==> src/rtl/lfsr_5bit_gen_pkg.sv <==
// Shared constants and next-state helper for the 5-bit Fibonacci LFSR (x^5 + x^3 + 1).
package lfsr_5bit_gen_pkg;

  localparam int LFSR_W      = 5;
  localparam int LFSR_PERIOD = 31;
  localparam int TAP_HI      = 4;
  localparam int TAP_LO      = 2;

  localparam logic [LFSR_W-1:0] DEFAULT_SEED = 5'h01;

  // Left-shift Fibonacci step: the feedback bit enters at the LSB.
  function automatic logic [LFSR_W-1:0] lfsr_next(input logic [LFSR_W-1:0] q);
    return {q[LFSR_W-2:0], q[TAP_HI] ^ q[TAP_LO]};
  endfunction

endpackage

==> src/rtl/lfsr_5bit_gen.sv <==
// Free-running maximal-length LFSR with a step enable, a zero-protected seed load
// and a guard that recovers from the all-zero lock-up state.
module lfsr_5bit_gen
  import lfsr_5bit_gen_pkg::*;
#(
  parameter logic [LFSR_W-1:0] SEED = DEFAULT_SEED
) (
  input  logic              clk,
  input  logic              rst,
  input  logic              en,
  input  logic              load,
  input  logic [LFSR_W-1:0] seed_in,
  output logic [LFSR_W-1:0] prn
);

  if (SEED == '0) begin : g_bad_seed
    $error("lfsr_5bit_gen: SEED must be nonzero");
  end

  logic [LFSR_W-1:0] lfsr_q;
  logic [LFSR_W-1:0] lfsr_d;

  // Load takes precedence over stepping; a zero seed or zero state falls back to SEED.
  always_comb begin
    lfsr_d = lfsr_q;
    if (load) begin
      lfsr_d = (seed_in != '0) ? seed_in : SEED;
    end else if (en) begin
      lfsr_d = (lfsr_q == '0) ? SEED : lfsr_next(lfsr_q);
    end
  end

  always_ff @(posedge clk) begin
    if (rst) begin
      lfsr_q <= SEED;
    end else begin
      lfsr_q <= lfsr_d;
    end
  end

  assign prn = lfsr_q;

endmodule

==> config.mk <==
export PLATFORM = sky130hd
export DESIGN_NAME = lfsr_5bit_gen
export DESIGN_NICKNAME = d
export VERILOG_FILES = /design/src/rtl/lfsr_5bit_gen_pkg.sv /design/src/rtl/lfsr_5bit_gen.sv
export SDC_FILE = /design/constraint.sdc
export NUM_CORES = 1
export LEC_CHECK = 0
export CAP_MARGIN = 20
export CELL_PAD_IN_SITES_DETAIL_PLACEMENT = 1
export CELL_PAD_IN_SITES_GLOBAL_PLACEMENT = 1
export CORE_AREA = 2 2 39 41
export DETAILED_ROUTE_END_ITERATION = 8
export DIE_AREA = 0 0 41 43
export GPL_ROUTABILITY_DRIVEN = 0
export HOLD_SLACK_MARGIN = 0.03
export PLACE_DENSITY = 0.66
export SKIP_LAST_GASP = 1
export SLEW_MARGIN = 20
export SYNTH_ARGS = -nofsm -noshare
export SYNTH_HDL_FRONTEND = slang
export SYNTH_SLANG_ARGS = --single-unit
==> constraint.sdc <==
create_clock -name clk -period 2.85 [get_ports clk]
set_clock_uncertainty 0.15 [all_clocks]
set_input_delay 0.57 -clock clk [delete_from_list [all_inputs] [get_ports clk]]
set_output_delay 0.57 -clock clk [all_outputs]
set_load 0.005 [all_outputs]
==> results of run 1 <==
## metrics by stage
| stage | util (%) | setup slack (ns) |
|---|---|---|
| after detailed placement | 29.7 | 0.812 |
| after floorplan | - | 1.47 |
| after global placement | 29.7 | 0.827 |
| final | 31.6 | 0.989 |
| after global routing | 31.6 | 0.938 |
| after CTS | 31.6 | 0.971 |
## per-layer routing
metal,GRT usage [%],vias up,routed length [um]
li1,-,133,-
met1,10.0,118,308
met2,12.2,5,322
met3,3.14,2,31
met4,10.0,0,14
met5,0,-,0
## layout by cell type, fill, tap and decap left out
cell and instances:
mux2_4 3, a211oi_1 1, a221oi_1 1, clkdlybuf4s50_1 13
clkbuf_4 3, nor2_1 4, nor3_1 4, o211ai_1 1
nand3b_1 1, mux2i_1 3, nor2b_1 2, nand2_1 2
clkbuf_1 1, dfxtp_1 5
## power breakdown
part / total (W) / leakage [nW] / switching, W / internal, W
clock: 0.0000777 / 0.0150 / 0.0000250 / 0.0000527
sequential: 0.0000813 / 0.0415 / 0.00000557 / 0.0000758
combinational: 0.0000460 / 0.116 / 0.0000150 / 0.0000310
## path summary, 6_finish.rpt
check	start	to	slack, ns	cells after the start
hold reg to reg	prn[0]	prn[0]	0.48	2
setup reg to reg	prn[2]	prn[2]	1.78	3
hold / removal	prn[0]	prn[0]	0.48	2
setup / recovery	prn[2]	prn[2]	0.99	1
## final cells by class
class / count / area, um2
sequential: 5 / 100
multi-input combinational: 22 / 161
tap: 16 / 20.0
fill: 169 / 946
timing repair buffer: 13 / 130
clock buffer: 4 / 26.3
## cells by family (layout without fill, tap and decap cells)
logic type | count (synthesis) | count (layout) | share of synthesized area [%]
buffers and inverters | 2 | 17 | 6.70
muxes | 6 | 6 | 26.8
and+or+nand+nor | 13 | 13 | 22.3
AOI/OAI and AO/OA | 3 | 3 | 8.48
DFF | 5 | 5 | 35.7
==> flow_summary.toml, run 1 <==
[sta]
final.period_utilization_pct = 65.3
tns_ns = 0
rsz0062_at_grt = "false"
min_period_ns = 1.86
holdWs_ns = 0.479
final-max-slew-violation-count = 0
relSlewSlack_pct = 79.3
setup_viol = 0
max_freq_mhz = 537
tightest_slew_ns = 0.310
hold_viol_final = 0

[run_status]
status = "completed"

[place]
io_buffers = 13
dpl_cell_area_um2 = 412
dp_cells = 56
hpwl_um = 564

[synthesis]
yosys-top-cells-count = "dfxtp_1 (5), nor2_1 (4), nor3_1 (4)"
ys.flop_type = "dfxtp_1"
ys_warn_count = 0
synth_edf_count = 0
yosysTopAreaCellShare_pct = 35.7
synth_seq_cells = 5
syn_area_per_cell_um2 = 9.66
ys_types = 13
synth_area_leaders = "dfxtp_1 (36%), mux2_4 (16%), mux2i_1 (11%), nor3_1 (7.1%), nor2_1 (5.4%)"
yosysTopAreaCell = "dfxtp_1"
syn-num-nets = 38
synthesis.area_um2 = 280
syn_inst = 29
synthArstFlopShare_pct = 0
ys_seq_area_share_pct = 35.7
synth.most_common_cell = "dfxtp_1"

[clock_tree]
path_clk_slew_ns = 0.04
post_cts_resized = 0
postCtsSetupBuffers = 0
clock-sinks = 5
cts_hold_buf = 0
cts_tree = "done"
numCtsBuffers = 3
htreeDepth = 1
clockBufferDepth = 2
root_buffer = "clkbuf_4"
clock_latency_ns = 0.23

[power_and_ir_drop]
powerDensity_nw_per_um2 = 468
leakagePower_nw = 0.173
power_w = 0.000205
max-vdd-ir-drop_v = 0.000178

[flow_run]
max_cap_viol_count = 0

[setup_path]
critical-path-max-stage-delay_ns = 0.53
worst-path-buf-inv = 1
critPathSlowestCell = "clkdlybuf4s50_1"
cp_max_fo = 5
end_kind = "primary output"
crit_family = "buffers and inverters"
critical_path_class = "flop to primary output"
cp_data_required_time_ns = 2.13
cp-start-kind = "flop"
cp_cell_sequence = "clkdlybuf4s50_1"
worstPathArrival_ns = 1.14

[finish]
area_delta_synth_final_pct = 56.2
layoutNonFillerInstCount = 60
drive_above_1_share_pct = 13.6
nets = 54
antenna_cells = 0
largest_reg_flops = 5
final_area_um2 = 438

[floorplanning]
row_count = 14
core_area_um2 = 1380
pin_count = 14
start_util_pct = 20.3
dieHeight_um = 43
die_w_um = 41
die-area_um2 = 1760

[min_path]
hp-class = "flop to flop"

[detailed_routing]
post_drt_via_cell_ratio = 4.30
drt-pass1-iter-count = 2
ant_nets = 0
initialDrtViolationCount = 3
wire_per_inst_um = 11.3
drc_errors = 0
routed_wirelength_um = 675
vias = 258

[grt]
grt_pass1_wl_um = 993
grt_max_degree = 9
grt_pass1_vias = 259
track_usage_pct = 9.15
antenna_found_initial = 0
grt_overflow = 0
Power figures use the tool's default switching activity.
==> run 2, diff against run 1 <==
PLACE_DENSITY = 0.69   (was 0.66)
clock period = 1.5 ns   (was 2.85 ns; I/O delays follow)
==> run 2 against run 1 <==
Against the previous run: final area up 9.4%; final cell count grew 6.7%; clock-buffer cell count unchanged; critical endpoint is now prn[2]; routed wire length grew 21%; sequential cell count is the same; critical path type is now input port to flop.
==> flow_summary.toml, run 2 (same netlist as run 1, synthesis figures left out) <==
[run_status]
status = "completed"

[detailed_routing]
ant_nets = 0
vias = 274
wire_per_inst_um = 12.7
drt-pass1-iter-count = 2
routed_wirelength_um = 815
initialDrtViolationCount = 1
drc_errors = 0
post_drt_via_cell_ratio = 4.28

[place]
hpwl_um = 593
io_buffers = 13
dpl_cell_area_um2 = 434

[power_and_ir_drop]
powerDensity_nw_per_um2 = 857
leakagePower_nw = 0.229
max-vdd-ir-drop_v = 0.000464
power_w = 0.000411

[floorplanning]
dieHeight_um = 43
start_util_pct = 20.3
die_w_um = 41
row_count = 14
die-area_um2 = 1760
core_area_um2 = 1380
pin_count = 14

[clock_tree]
numCtsBuffers = 3
clockBufferDepth = 2
root_buffer = "clkbuf_4"
clock_latency_ns = 0.25
clock-sinks = 5
path_clk_slew_ns = 0.04
cts_tree = "done"
htreeDepth = 1
cts_hold_buf = 0

[finish]
area_delta_synth_final_pct = 71.0
final_area_um2 = 479
fillers = 181
antenna_cells = 0
largest_reg_flops = 5
drive_above_1_share_pct = 31.3
nets = 58
layout_commonest_cell = "clkdlybuf4s50_1"

[sta]
rsz0062_at_grt = "false"
relSlewSlack_pct = 82.7
holdWs_ns = 0.388
max_freq_mhz = 729
final-max-slew-violation-count = 0
hold_viol_final = 0
min_period_ns = 1.37
setup_viol = 0
final.period_utilization_pct = 91.4
tns_ns = 0
tightest_slew_ns = 0.258

[grt]
track_usage_pct = 11.6
grt_overflow = 0
grt_pass1_wl_um = 1270
grt_pass1_vias = 297
antenna_found_initial = 0
grt_max_degree = 7

[setup_path]
worstPathArrival_ns = 1.35
cp_data_required_time_ns = 1.48
reg2reg_depth = 4
cp-start-kind = "input port"
end_kind = "flop"
cp_max_fo = 6
critical_path_class = "input port to flop"

[min_path]
hold_depth = 2
hp-class = "flop to flop"

[flow_run]
max_cap_viol_count = 0
-- run 2: area by class of cell --
class                   count  area, um2  area share (%)
multi-input cells          22        168            35.0
flip-flops and latches      5        105            21.9
well taps                  16       20.0            4.18
repair buffers             17        160            33.4
clock buffers               4       26.3            5.48
-- run 2: what timing repair did --
action	4_1_cts	5_1_grt
gates resized for setup	8	3
setup buffers	1	0
setup endpoints to repair	5	3
hold endpoints to repair	0	0
pin swaps	0	0
-- run 2: metal layers --
metal	global-route usage, %	share of wire (%)	wire [um]	vias up
met3	7.85	8.7	71	2
met5	0	0	0	-
met2	17.2	46	372	11
met4	6.00	2.1	17	0
met1	11.9	43	354	120
li1	-	-	-	141
-- run 2: worst max-delay path, cell delays in order --
cell and delay (ns):
clkdlybuf4s50_1 0.58, buf_4 0.18, mux2i_1 0.22, nor2_1 0.06
-- run 2: power by group --
part           internal [W]  switching (W)
clock network      0.000101      0.0000603
registers          0.000146      0.0000103
logic             0.0000605      0.0000331
-- run 2: path summary, 6_finish.rpt --
check | slack, ns | endpoint | start
max | 0.13 | prn[2] | load
min | 0.39 | prn[0] | prn[0]
max reg2reg | 0.28 | prn[2] | prn[2]
min reg2reg | 0.39 | prn[0] | prn[0]
-- run 2: per-stage QoR --
stage	instances	setup WS (ns)	utilization [%]
6_report	64	0.129	34.6
3_3_place_gp	59	-0.200	31.4
5_1_grt	64	0.0618	34.6
3_5_place_dp	59	-0.243	31.4
4_1_cts	64	-0.0851	33.8
2_1_floorplan	29	0.386	-
